[src/rtl/fft_fsm.sv]
// fft_fsm: Moore control sequencer for an in-place radix-2 FFT datapath.
module fft_fsm (
  input  logic       clk_i,
  input  logic       rst_i,
  input  logic       start_i,
  input  logic       end_samples_i,
  input  logic       end_read_1,
  input  logic       end_read_2,
  input  logic       end_compute_i,
  input  logic       end_write_1,
  input  logic       end_algo_i,
  output logic       en_cnt_samples_o,
  output logic       wr_mem_o,
  output logic       en_cnt_rd_o,
  output logic       done_o,
  output logic [2:0] state_o
);
  localparam logic [2:0] IDLE    = 3'd0;
  localparam logic [2:0] SAMPLE  = 3'd1;
  localparam logic [2:0] READ1   = 3'd2;
  localparam logic [2:0] READ2   = 3'd3;
  localparam logic [2:0] COMPUTE = 3'd4;
  localparam logic [2:0] WRITE1  = 3'd5;
  localparam logic [2:0] WRITE2  = 3'd6;
  localparam logic [2:0] DONE    = 3'd7;
  logic [2:0] state, nxt;
  always_comb begin
    nxt = IDLE;
    case (state)
      IDLE:    nxt = start_i ? SAMPLE : IDLE;
      SAMPLE:  nxt = end_samples_i ? READ1 : SAMPLE;
      READ1:   nxt = end_read_1 ? READ2 : READ1;
      READ2:   nxt = end_read_2 ? COMPUTE : READ2;
      COMPUTE: nxt = end_compute_i ? WRITE1 : COMPUTE;
      WRITE1:  nxt = end_write_1 ? WRITE2 : WRITE1;
      WRITE2:  nxt = end_algo_i ? DONE : READ1;
      DONE:    nxt = IDLE;
      default: nxt = IDLE;
    endcase
  end
  always_ff @(posedge clk_i) state <= rst_i ? IDLE : nxt;
  assign state_o          = state;
  assign en_cnt_samples_o = state == SAMPLE;
  assign wr_mem_o         = state == SAMPLE || state == WRITE1 || state == WRITE2;
  assign en_cnt_rd_o      = state == READ1 || state == READ2;
  assign done_o           = state == DONE;
endmodule

[config.mk]
export PLATFORM = sky130hd
export DESIGN_NAME = fft_fsm
export DESIGN_NICKNAME = d
export VERILOG_FILES = /design/src/rtl/fft_fsm.sv
export SDC_FILE = /design/constraint.sdc
export NUM_CORES = 1
export LEC_CHECK = 0
export BUFFER_PORTS_ARGS = -buffer_cell sky130_fd_sc_hd__buf_4
export CORE_AREA = 2 2 39 41
export CTS_CLUSTER_DIAMETER = 100
export DETAILED_ROUTE_END_ITERATION = 16
export DIE_AREA = 0 0 41 43
export SYNTH_ARGS = -nofsm -noshare
export SYNTH_HDL_FRONTEND = slang
export SYNTH_SLANG_ARGS = --single-unit
export TNS_END_PERCENT = 1
[constraint.sdc]
create_clock -name clk_i -period 1.3 [get_ports clk_i]
set_input_delay 0.065 -clock clk_i [delete_from_list [all_inputs] [get_ports clk_i]]
set_output_delay 0.065 -clock clk_i [all_outputs]
set_load 0.005 [all_outputs]
==> impl_metrics.json <==
{
  "gr-usage-met2": 0.128,
  "yosys-top-cells-area": "dfxtp_1 24%, mux2_2 9.0%, nand3_1 6.0%",
  "clkLatencyLatePin_ns": 0.23,
  "ys_seq_elements": 3,
  "synth_flop_cell": "dfxtp_1",
  "dr.pass1.iters": 2,
  "rows": 14,
  "power-per-cell-area_nw_per_um2": 1010,
  "dp_slack_ns": 0.149,
  "regToRegSetupSlack_ns": 0.15,
  "clock_power_share": 0.408,
  "hold_depth": 2,
  "use_met3": 0.0314,
  "power_uw": 403,
  "htreeDepth": 1,
  "cp_max_fo": 11,
  "startpoint": "state_o[2]$_SDFF_PP0_",
  "grtUsageTotal": 0.0952,
  "end_kind": "register",
  "stdcell_area_um2": 399,
  "start_util": 0.180,
  "rsz0062_at_grt": "false",
  "reg2regPathDepth": 4,
  "ys_types": 20,
  "p_comb_frac": 0.292,
  "worstHoldStart": "rst_i",
  "fmax_mhz": 871,
  "hold_viol_final": 0,
  "largest_register_ffs": 3,
  "clock_path_buffers": 2,
  "synth-warning-count": 0,
  "ant_nets": 0,
  "vias_per_cell": 4.44,
  "seq_area_frac_synth": 0.241,
  "hold_class": "input pin to register",
  "cts_hold_buf": 0,
  "synthToLayoutAreaGrowth_pct": 60.3,
  "tightest_slew_ns": 0.328,
  "timing.critical_path.to": "state_o[0]$_SDFF_PP0_",
  "io_buffers": 15,
  "peakVddDrop_uv": 325,
  "grt_util_met1": 0.118,
  "die-area_um2": 1760,
  "synth_cells": 30,
  "fin_crit_sh": 0.884,
  "r2r-end": "state_o[0]$_SDFF_PP0_",
  "synth_edf_count": 0,
  "setup_viol": 0,
  "cts-buffers-inserted": 3,
  "grt_pass1_wl_um": 1120,
  "avgSynthCellArea_um2": 8.30,
  "grt_max_degree": 12,
  "slowest_delay_ns": 0.34,
  "crit_required_ns": 1.40,
  "p_int_uw": 288,
  "antenna_found_initial": 0,
  "synthArstFlopShare": 0,
  "n_antenna_cell": 0,
  "timing.setup.tns_ns": 0,
  "drive_gt1_frac": 0.542,
  "placed_area_um2": 370,
  "power.switching_uw": 115,
  "synth_top_cell_by_area": "dfxtp_1",
  "core_um2": 1380,
  "drc": 0,
  "gp_congestion": 0.777,
  "pin_count": 16,
  "synth_area_um2": 249,
  "p_leak_nw": 0.173,
  "crit_cells": 4,
  "seqPwrFrac": 0.299,
  "synth_top_area_share": 0.241,
  "clock_skew_ns": 0.000718,
  "wire_per_inst_um": 10.5,
  "max_slew_margin": 0.779,
  "final_max_slew_viol_count": 0,
  "cts_setup_buffers": 0,
  "stdcell_count": 64,
  "synth_common_cells": "3 x dfxtp_1, 3 x nand3_1, 3 x o21ai_0",
  "drtIter0Drc": 3,
  "cts_resized": 0,
  "period_needed_ns": 1.15,
  "dp.cells": 60,
  "critical_path_buf_inv_count": 1,
  "via_count": 284,
  "worstPathCellList": "buf_4 -> or2b_1 -> o221ai_2 -> a211oi_2",
  "cts_tree": "built",
  "root_buffer": "clkbuf_4",
  "num-nets-final": 58,
  "swShare": 0.285,
  "die_x_um": 41,
  "grt_overflow": 0,
  "clk_pin_slew_ns": 0.04,
  "wl_um": 672,
  "crit_arrival_ns": 1.25,
  "setup_slack_ns": 0.151,
  "die_h_um": 43,
  "critPathTopFamily": "flip-flops",
  "grt_pass1_vias": 285,
  "busiest_layer": "met2",
  "synth_nets": 39,
  "cap_violations": 0,
  "slowest_stage": "dfxtp_1",
  "status": "completed",
  "clock-sinks": 3,
  "start_kind": "register",
  "crit-reg2reg-launch": "state_o[2]$_SDFF_PP0_",
  "criticalPathCategory": "register to register"
}
==> stage by stage <==
step | hold WS (ns) | utilization
after floorplan | 0.130 | -
after global placement | 0.249 | 0.268
after detailed placement | 0.261 | 0.268
after CTS | 0.0116 | 0.287
after global routing | 0.0133 | 0.288
final | 0.0117 | 0.288
==> per-layer routing <==
metal	up-vias	part of all wire
met2	9	0.50
met1	129	0.43
met5	-	0
li1	146	-
met4	0	0
met3	0	0.071
==> cell families after synthesis <==
| kind of cell | Yosys count | synth area share |
|---|---|---|
| AO/OA/AOI/OAI | 8 | 0.246 |
| multiplexers | 3 | 0.131 |
| buffers and inverters | 4 | 0.106 |
| AND/OR/NAND/NOR | 12 | 0.276 |
| flip-flops | 3 | 0.241 |
==> worst min-delay path by stage <==
stage                                  endpoint  slack (ns)
after floorplan           state_o[0]$_SDFF_PP0_        0.13
after global placement    state_o[0]$_SDFF_PP0_        0.25
after detailed placement  state_o[0]$_SDFF_PP0_        0.26
after CTS                 state_o[0]$_SDFF_PP0_        0.01
after global routing      state_o[0]$_SDFF_PP0_        0.01
final                     state_o[0]$_SDFF_PP0_        0.01
==> cell usage in the layout, fill, tap and decap left out, drive strengths merged <==
master / n
buf: 16
clkbuf: 4
nand3: 3
o21ai: 3
dfxtp: 3
inv: 2
mux2: 2
nor2b: 2
a21oi: 2
nor2: 1
nor3: 1
and3: 1
mux2i: 1
a32oi: 1
and2b: 1
or2b: 1
o221ai: 1
nor4: 1
a211oi: 1
nand2: 1
==> power groups by stage <==
stage	sequential (mW)	combinational, mW	clock (mW)
floorplan	0.112	0.0661	0
global placement	0.120	0.117	0
detailed placement	0.120	0.118	0
CTS	0.119	0.119	0.172
global route	0.123	0.132	0.182
finish	0.121	0.118	0.165
==> area by class of cell <==
type                            count  area, um2
Multi-Input combinational cell     23        163
Timing Repair Buffer               16        120
Fill cell                         165        985
Sequential cell                     3       62.6
Tap cell                           16       20.0
Inverter                            2       7.51
Clock buffer                        4       26.3
Power figures use the tool's default switching activity.
